==> config.mk <==
export PLATFORM = sky130hd
export DESIGN_NAME = traffic_ctrl_timed_flat
export DESIGN_NICKNAME = d
export VERILOG_FILES = /design/src/rtl/tlc_pkg.sv /design/src/rtl/traffic_ctrl_timed_if.sv /design/src/rtl/tlc_dwell_timer.sv /design/src/rtl/traffic_ctrl_timed.sv /design/src/flat_wrapper.sv
export SDC_FILE = /design/constraint.sdc
export NUM_CORES = 1
export LEC_CHECK = 0
export CAP_MARGIN = 0
export CORE_MARGIN = 2
export CORE_UTILIZATION = 56
export CTS_BUF_LIST = sky130_fd_sc_hd__clkbuf_8 sky130_fd_sc_hd__clkbuf_16
export DETAILED_ROUTE_END_ITERATION = 10
export PLACE_DENSITY = 0.87
export SLEW_MARGIN = 25
export SYNTH_ARGS = -nofsm -noshare
export SYNTH_HDL_FRONTEND = slang
export SYNTH_SLANG_ARGS = --single-unit
==> constraint.sdc <==
create_clock -name Clk -period 6.2 [get_ports Clk]
set_input_delay 0.62 -clock Clk [delete_from_list [all_inputs] [get_ports Clk]]
set_output_delay 0.62 -clock Clk [all_outputs]
set_load 0.01 [all_outputs]
==> src/rtl/tlc_pkg.sv <==
// Shared types for the timed traffic-light controller: state encoding, lamp vector, lamp decode.
package tlc_pkg;

    typedef enum logic [2:0] {
        HG     = 3'd0,
        HY     = 3'd1,
        AR_HF  = 3'd2,
        FG     = 3'd3,
        FY     = 3'd4,
        AR_FH  = 3'd5,
        AR_EMG = 3'd6,
        FLASH  = 3'd7
    } state_t;

    typedef struct packed {
        logic HR;
        logic HY;
        logic HG;
        logic FR;
        logic FY;
        logic FG;
    } lamp_t;

    // Steady lamp pattern per state; FLASH gives its lit phase, the top blanks the dark phase.
    function automatic lamp_t lamp_of(state_t s);
        lamp_t l;
        l = '0;
        case (s)
            HG:      begin l.HG = 1'b1; l.FR = 1'b1; end
            HY:      begin l.HY = 1'b1; l.FR = 1'b1; end
            FG:      begin l.HR = 1'b1; l.FG = 1'b1; end
            FY:      begin l.HR = 1'b1; l.FY = 1'b1; end
            FLASH:   begin l.HY = 1'b1; l.FR = 1'b1; end
            default: begin l.HR = 1'b1; l.FR = 1'b1; end
        endcase
        return l;
    endfunction

endpackage

==> src/rtl/traffic_ctrl_timed_if.sv <==
// Sensor/emergency inputs and lamp/status outputs of the intersection controller.
// Optional Flash input exists only when TLC_FLASH_EN is defined.
interface traffic_ctrl_timed_if #(
    parameter int unsigned CNT_W = 8
);
    logic             C;
    logic             Emergency;
`ifdef TLC_FLASH_EN
    logic             Flash;
`endif
    logic             HR;
    logic             HY;
    logic             HG;
    logic             FR;
    logic             FY;
    logic             FG;
    logic             ST;
    logic [CNT_W-1:0] dwell;

    modport master (
        output C, Emergency,
`ifdef TLC_FLASH_EN
        output Flash,
`endif
        input  HR, HY, HG, FR, FY, FG, ST, dwell
    );

    modport slave (
        input  C, Emergency,
`ifdef TLC_FLASH_EN
        input  Flash,
`endif
        output HR, HY, HG, FR, FY, FG, ST, dwell
    );
endinterface

==> src/rtl/tlc_dwell_timer.sv <==
// Saturating dwell counter: clear forces zero, hold freezes, otherwise counts up to all-ones.
module tlc_dwell_timer #(
    parameter int unsigned CNT_W = 8
) (
    input  logic             Clk,
    input  logic             reset,
    input  logic             clear,
    input  logic             hold,
    output logic [CNT_W-1:0] dwell
);
    localparam logic [CNT_W-1:0] DWELL_MAX = '1;

    always_ff @(posedge Clk) begin
        if (!reset || clear) begin
            dwell <= '0;
        end else if (!hold && (dwell != DWELL_MAX)) begin
            dwell <= dwell + CNT_W'(1);
        end
    end
endmodule

==> src/rtl/traffic_ctrl_timed.sv <==
// Highway/farm-road controller with internal dwell timer, all-red clearance and emergency preemption.
// Define TLC_FLASH_EN to add the Flash input and the flashing-yellow/red FLASH state.
module traffic_ctrl_timed
    import tlc_pkg::*;
#(
    parameter int unsigned CNT_W    = 8,
    parameter int unsigned T_HG_MIN = 10,
    parameter int unsigned T_FG_MAX = 6,
    parameter int unsigned T_YELLOW = 3,
    parameter int unsigned T_ALLRED = 2
) (
    input logic                  Clk,
    input logic                  reset,
    traffic_ctrl_timed_if.slave  bus
);
    localparam logic [CNT_W-1:0] HG_MIN_M1 = CNT_W'(T_HG_MIN - 1);
    localparam logic [CNT_W-1:0] FG_MAX_M1 = CNT_W'(T_FG_MAX - 1);
    localparam logic [CNT_W-1:0] YEL_M1    = CNT_W'(T_YELLOW - 1);
    localparam logic [CNT_W-1:0] AR_M1     = CNT_W'(T_ALLRED - 1);

    state_t           state;
    state_t           state_n;
    logic             emg_pend;
    logic             emg_pend_n;
    logic             emg;
    logic             change;
    logic             st;
    lamp_t            lamp;
    lamp_t            lamp_n;
    logic [CNT_W-1:0] dwell;
    logic             tmr_clear;
    logic             tmr_hold;

    assign emg    = emg_pend | bus.Emergency;
    assign change = (state_n != state);

    // AR_EMG keeps its release count at zero for as long as Emergency is asserted.
    assign tmr_hold  = (state == AR_EMG) && bus.Emergency;
    assign tmr_clear = change || (tmr_hold && (dwell != '0));

    tlc_dwell_timer #(.CNT_W(CNT_W)) u_dwell (
        .Clk   (Clk),
        .reset (reset),
        .clear (tmr_clear),
        .hold  (tmr_hold),
        .dwell (dwell)
    );

    always_comb begin
        state_n    = state;
        emg_pend_n = emg_pend;
        unique case (state)
            HG: begin
                if (emg)                                     state_n = HY;
`ifdef TLC_FLASH_EN
                else if (bus.Flash)                          state_n = FLASH;
`endif
                else if (bus.C && (dwell >= HG_MIN_M1))      state_n = HY;
            end
            HY:     if (dwell == YEL_M1) state_n = emg ? AR_EMG : AR_HF;
            AR_HF:  if (dwell == AR_M1)  state_n = emg ? AR_EMG : FG;
            FG:     if (emg || !bus.C || (dwell == FG_MAX_M1)) state_n = FY;
            FY:     if (dwell == YEL_M1) state_n = emg ? AR_EMG : AR_FH;
            AR_FH:  if (dwell == AR_M1)  state_n = emg ? AR_EMG : HG;
            AR_EMG: if (!bus.Emergency && (dwell == AR_M1)) state_n = HG;
`ifdef TLC_FLASH_EN
            FLASH: begin
                if (bus.Emergency)   state_n = AR_EMG;
                else if (!bus.Flash) state_n = AR_FH;
            end
`endif
            default: state_n = HG;
        endcase
        // A request is consumed on entry to AR_EMG and cannot re-arm while being serviced.
        emg_pend_n = ((state == AR_EMG) || (state_n == AR_EMG)) ? 1'b0 : emg;
    end

`ifdef TLC_FLASH_EN
    logic [CNT_W-1:0] fcnt;
    logic [CNT_W-1:0] fcnt_n;
    logic             flash_on;
    logic             flash_on_n;

    // Blink phase for FLASH: lit on entry, toggles every T_YELLOW cycles.
    always_comb begin
        fcnt_n     = fcnt;
        flash_on_n = flash_on;
        if (state_n == FLASH) begin
            if (state != FLASH) begin
                fcnt_n     = '0;
                flash_on_n = 1'b1;
            end else if (fcnt == YEL_M1) begin
                fcnt_n     = '0;
                flash_on_n = !flash_on;
            end else begin
                fcnt_n = fcnt + CNT_W'(1);
            end
        end
    end

    always_ff @(posedge Clk) begin
        if (!reset) begin
            fcnt     <= '0;
            flash_on <= 1'b1;
        end else begin
            fcnt     <= fcnt_n;
            flash_on <= flash_on_n;
        end
    end

    always_comb begin
        lamp_n = lamp_of(state_n);
        if ((state_n == FLASH) && !flash_on_n) lamp_n = '0;
    end
`else
    always_comb begin
        lamp_n = lamp_of(state_n);
    end
`endif

    always_ff @(posedge Clk) begin
        if (!reset) begin
            state    <= HG;
            emg_pend <= 1'b0;
            st       <= 1'b1;
            lamp     <= lamp_of(HG);
        end else begin
            state    <= state_n;
            emg_pend <= emg_pend_n;
            st       <= change;
            lamp     <= lamp_n;
        end
    end

    assign bus.HR    = lamp.HR;
    assign bus.HY    = lamp.HY;
    assign bus.HG    = lamp.HG;
    assign bus.FR    = lamp.FR;
    assign bus.FY    = lamp.FY;
    assign bus.FG    = lamp.FG;
    assign bus.ST    = st;
    assign bus.dwell = dwell;

    // Every non-flash state lights exactly one lamp per road.
    lamp_onehot: assert property (@(posedge Clk) disable iff (!reset)
        (state == FLASH) ||
        ($onehot({lamp.HR, lamp.HY, lamp.HG}) && $onehot({lamp.FR, lamp.FY, lamp.FG})));
endmodule

==> src/flat_wrapper.sv <==
// flat-port wrapper written by rule: the top's interface ports become plain ports
module traffic_ctrl_timed_flat import tlc_pkg::*;
#(
    parameter int unsigned CNT_W    = 8,
    parameter int unsigned T_HG_MIN = 10,
    parameter int unsigned T_FG_MAX = 6,
    parameter int unsigned T_YELLOW = 3,
    parameter int unsigned T_ALLRED = 2
)
  (Clk, reset, bus_C, bus_Emergency, bus_HR, bus_HY, bus_HG, bus_FR, bus_FY, bus_FG, bus_ST, bus_dwell);
  traffic_ctrl_timed_if #(.CNT_W(CNT_W)) bus_i ();
  input logic Clk;
  input logic reset;
  input wire logic [$bits(bus_i.C)-1:0] bus_C;
  input wire logic [$bits(bus_i.Emergency)-1:0] bus_Emergency;
  output wire logic [$bits(bus_i.HR)-1:0] bus_HR;
  output wire logic [$bits(bus_i.HY)-1:0] bus_HY;
  output wire logic [$bits(bus_i.HG)-1:0] bus_HG;
  output wire logic [$bits(bus_i.FR)-1:0] bus_FR;
  output wire logic [$bits(bus_i.FY)-1:0] bus_FY;
  output wire logic [$bits(bus_i.FG)-1:0] bus_FG;
  output wire logic [$bits(bus_i.ST)-1:0] bus_ST;
  output wire logic [$bits(bus_i.dwell)-1:0] bus_dwell;
  assign bus_i.C = bus_C;
  assign bus_i.Emergency = bus_Emergency;
  assign bus_HR = bus_i.HR;
  assign bus_HY = bus_i.HY;
  assign bus_HG = bus_i.HG;
  assign bus_FR = bus_i.FR;
  assign bus_FY = bus_i.FY;
  assign bus_FG = bus_i.FG;
  assign bus_ST = bus_i.ST;
  assign bus_dwell = bus_i.dwell;
  traffic_ctrl_timed #(.CNT_W(CNT_W), .T_HG_MIN(T_HG_MIN), .T_FG_MAX(T_FG_MAX), .T_YELLOW(T_YELLOW), .T_ALLRED(T_ALLRED)) u_core (.Clk(Clk), .reset(reset), .bus(bus_i));
endmodule
==> impl_results.md <==
* Post-cts sizing count at 0
* Core ar. at 2002 sq um
* WL/cell at 15.84 um
* FF-to-FF Start: u_core.u_dwell.dwell[0]$_SDFFE_PP0P_
* Hold path start: u_core.u_dwell.dwell[5]$_SDFFE_PP0P_
* Worst-skew pair later-pin latency at 0.25 ns
* Ratio of cells with drive above 1 in the final layout at 0.1600
* Sequential fraction of the synthesis area at 0.3150
* Iteration-0 DRC Markers at 44
* WL final at 2.804 mm
* Synth cell count leaders: 19 x dfxtp_1, 17 x nor2_1, 7 x nand2_1
* Vias in the first global route at 1035
* Yosys reg bits at 19
* Status: finished clean
* Top FF cell, synth: dfxtp_1
* Largest reg by FF count: u_core.u_dwell.dwell
* Synth cell types at 51
* Htree depth at 1
* Post-CTS setup buffers at 0
* Most frequent cell after synthesis: dfxtp_1
* Worst Setup End Kind: flip-flop
* Largest area contributor in the netlist: dfxtp_1
* Setup CP Type: in -> reg
* Clock Skews at 0.002917 ns
* Worst EP arrival at 2.64 ns
* Gpl congestion at 0.8338
* Via count at 1106
* Max reg flops at 8
* Clock root cell: clkbuf_8
* Antenna violations before repair at 0
* Largest net degree at the start of global routing at 17
* Area Overhead vs Synth at 19.48%
* R2r endpoint: u_core.bus.HY$_SDFF_PN0_
* Port Buffers at 18
* # DRC at 0
* Synth top area share at 0.3150
* Yosys warns at 0
* RSZ-0062 raised after global routing: no
* # IOs at 19
* Max Fclk at 0.4084 GHz
* Number of detailed-routing iterations run before antenna repair at 4
* CP Max Fanout at 7
* Reg2Reg Depth at 7
* Area post-placement at 1396 sq um
* Min-Delay Path Class: reg -> reg
* Initial Util at 0.6031
* Final setup vio count at 0
* Mean Syn Cell Area at 9.078 sq um
* Worst EP required at 6.39 ns
* Ranking of synthesized cells by area: dfxtp_1 32%, nor2_1 5.3%, ha_1 5.2%
* DIE AREA at 2544 sq um
* FP Rows at 16
* Crit path max-delay cell type: clkdlybuf4s50_1
* Max clock buf depth at 2
* Hold violation count in the final report at 0
* Layout Cells excl Fill at 177
* FF-to-FF setup slack at 3.91 ns
* Vias per std cell at 6.249
* CTS clk-pin slew, worst paths at 0.07 ns
* First-pass GRT wire length at 4.816 mm
* Slew headroom at 0.6315
* Fin area at 1443 sq um
* Crit path time final at 2.449 ns
* Worst setup SP type: primary input
* Net count after synthesis at 142
* Total power at 0.3282 mW
* GR Overflow Total at 0
* Dpl cells at 173
* Chip width at 50.44 um
* Die Span Y at 50.44 um
* Antenna Violating Nets Remaining at 0
* Slowest stage delay, CP at 0.51 ns
* Post-synth ARST share at 0
* Crit path cell chain: clkdlybuf4s50_1 -> nor3b_2 -> o22ai_2 -> a221o_2 -> a211oi_1 -> nand3_1 -> nor2_1
* Static leakage at 0.5378 nW
* Max cap viols at 0
* Clock tree sinks at 19
* Final net count at 160
* Hold Crit Depth at 2
* Worst hold endpoint: u_core.u_dwell.dwell[5]$_SDFFE_PP0P_
* PD cells at 227.5 nW/um^2
* Worst-Margin Slew at 0.5455 ns
* Tcrit/Tclk final at 0.3950
* Peak supply drop at 0.0002361 V
* Regs by FF count: u_core.u_dwell.dwell: 8 flops, u_core.state: 3 flops
* Clock tree from TritonCTS: yes
* Gate Count Post-Synth at 133
* Slew Limit Fails at 0
* Gr usage total at 0.2483
* # hold bufs at CTS at 0
* Number of synthesized flops with an enable pin at 0
* Final HPWL DP at 2.018 mm
* Setup_tns at 0 ns
* Diode count at 0
* Hold slack at 0.6235 ns
* Cell Area, Synth at 1207 sq um
* CTS Buf Count at 3
layer usage:
layer,GRT usage,part of all wire
met5,0,0
met4,0.08559,0.024
met3,0.04464,0.071
met2,0.4298,0.50
met1,0.3084,0.41
metrics by stage:
step           setup slack, ns  utilization
5_1_grt                  3.579       0.7206
6_report                 3.751       0.7206
3_3_place_gp             3.570       0.6975
2_1_floorplan            4.172            -
4_1_cts                  3.765       0.7206
3_5_place_dp             3.533       0.6975
logic make-up (layout without fill, tap and decap cells):
| group | count (synthesis) | after routing | share of synthesized area |
|---|---|---|---|
| compound gates | 28 | 28 | 0.1969 |
| fa+ha+maj | 5 | 5 | 0.05181 |
| flops | 19 | 19 | 0.3150 |
| xor+xnor | 8 | 8 | 0.05803 |
| mux | 2 | 2 | 0.01865 |
| simple gates | 61 | 61 | 0.3233 |
| buf+inv | 10 | 27 | 0.03627 |
how the worst max path moves through the flow:
stage / startpoint / to / slack, ns / cells after the start
3_5_place_dp: bus_Emergency / u_core.u_dwell.dwell[0]$_SDFFE_PP0P_ / 3.53 / 7
6_report: bus_Emergency / u_core.u_dwell.dwell[0]$_SDFFE_PP0P_ / 3.75 / 7
3_3_place_gp: bus_Emergency / u_core.bus.FR$_SDFF_PN1_ / 3.57 / 7
2_1_floorplan: u_core.u_dwell.dwell[1]$_SDFFE_PP0P_ / u_core.bus.FR$_SDFF_PN1_ / 4.17 / 8
5_1_grt: bus_Emergency / u_core.u_dwell.dwell[3]$_SDFFE_PP0P_ / 3.58 / 7
4_1_cts: bus_Emergency / u_core.u_dwell.dwell[0]$_SDFFE_PP0P_ / 3.77 / 7
cell type report:
| class | count | area [sq um] |
|---|---|---|
| clock buffers | 3 | 41.29 |
| clock inverters | 1 | 5.005 |
| fillers | 156 | 559.3 |
| inverters | 5 | 18.77 |
| multi-input cells | 104 | 783.3 |
| flip-flops and latches | 19 | 380.4 |
| well taps | 27 | 33.78 |
| repair buffers | 18 | 180.2 |
cells in the final DEF, fill, tap and decap left out, drive strengths merged, types with 2 or more instances in the layout:
cell	instances
dfxtp	19
clkdlybuf4s50	18
nor2	17
nand2	8
nand3	6
a21oi	6
inv	5
xnor2	5
ha	5
o21ai	5
nor2b	4
nor4	4
and3	3
xor2	3
clkbuf	3
nor3	3
o31ai	2
a31oi	2
nand4b	2
nor3b	2
mux2	2
nand4	2
o211a	2
a22oi	2
a41oi	2
power breakdown:
| part | total, mW | internal [mW] | switching, mW |
|---|---|---|---|
| combinational | 0.0957 | 0.0459 | 0.0498 |
| clock | 0.0845 | 0.0446 | 0.0399 |
| sequential | 0.148 | 0.133 | 0.0151 |
critical path, delay by kind of cell:
family                 cells  cell delay, ns
buffers and inverters      1            0.51
AND/OR/NAND/NOR            3            0.64
AO/OA/AOI/OAI              3            0.86
Note: power is estimated with default switching activity, not from simulation.
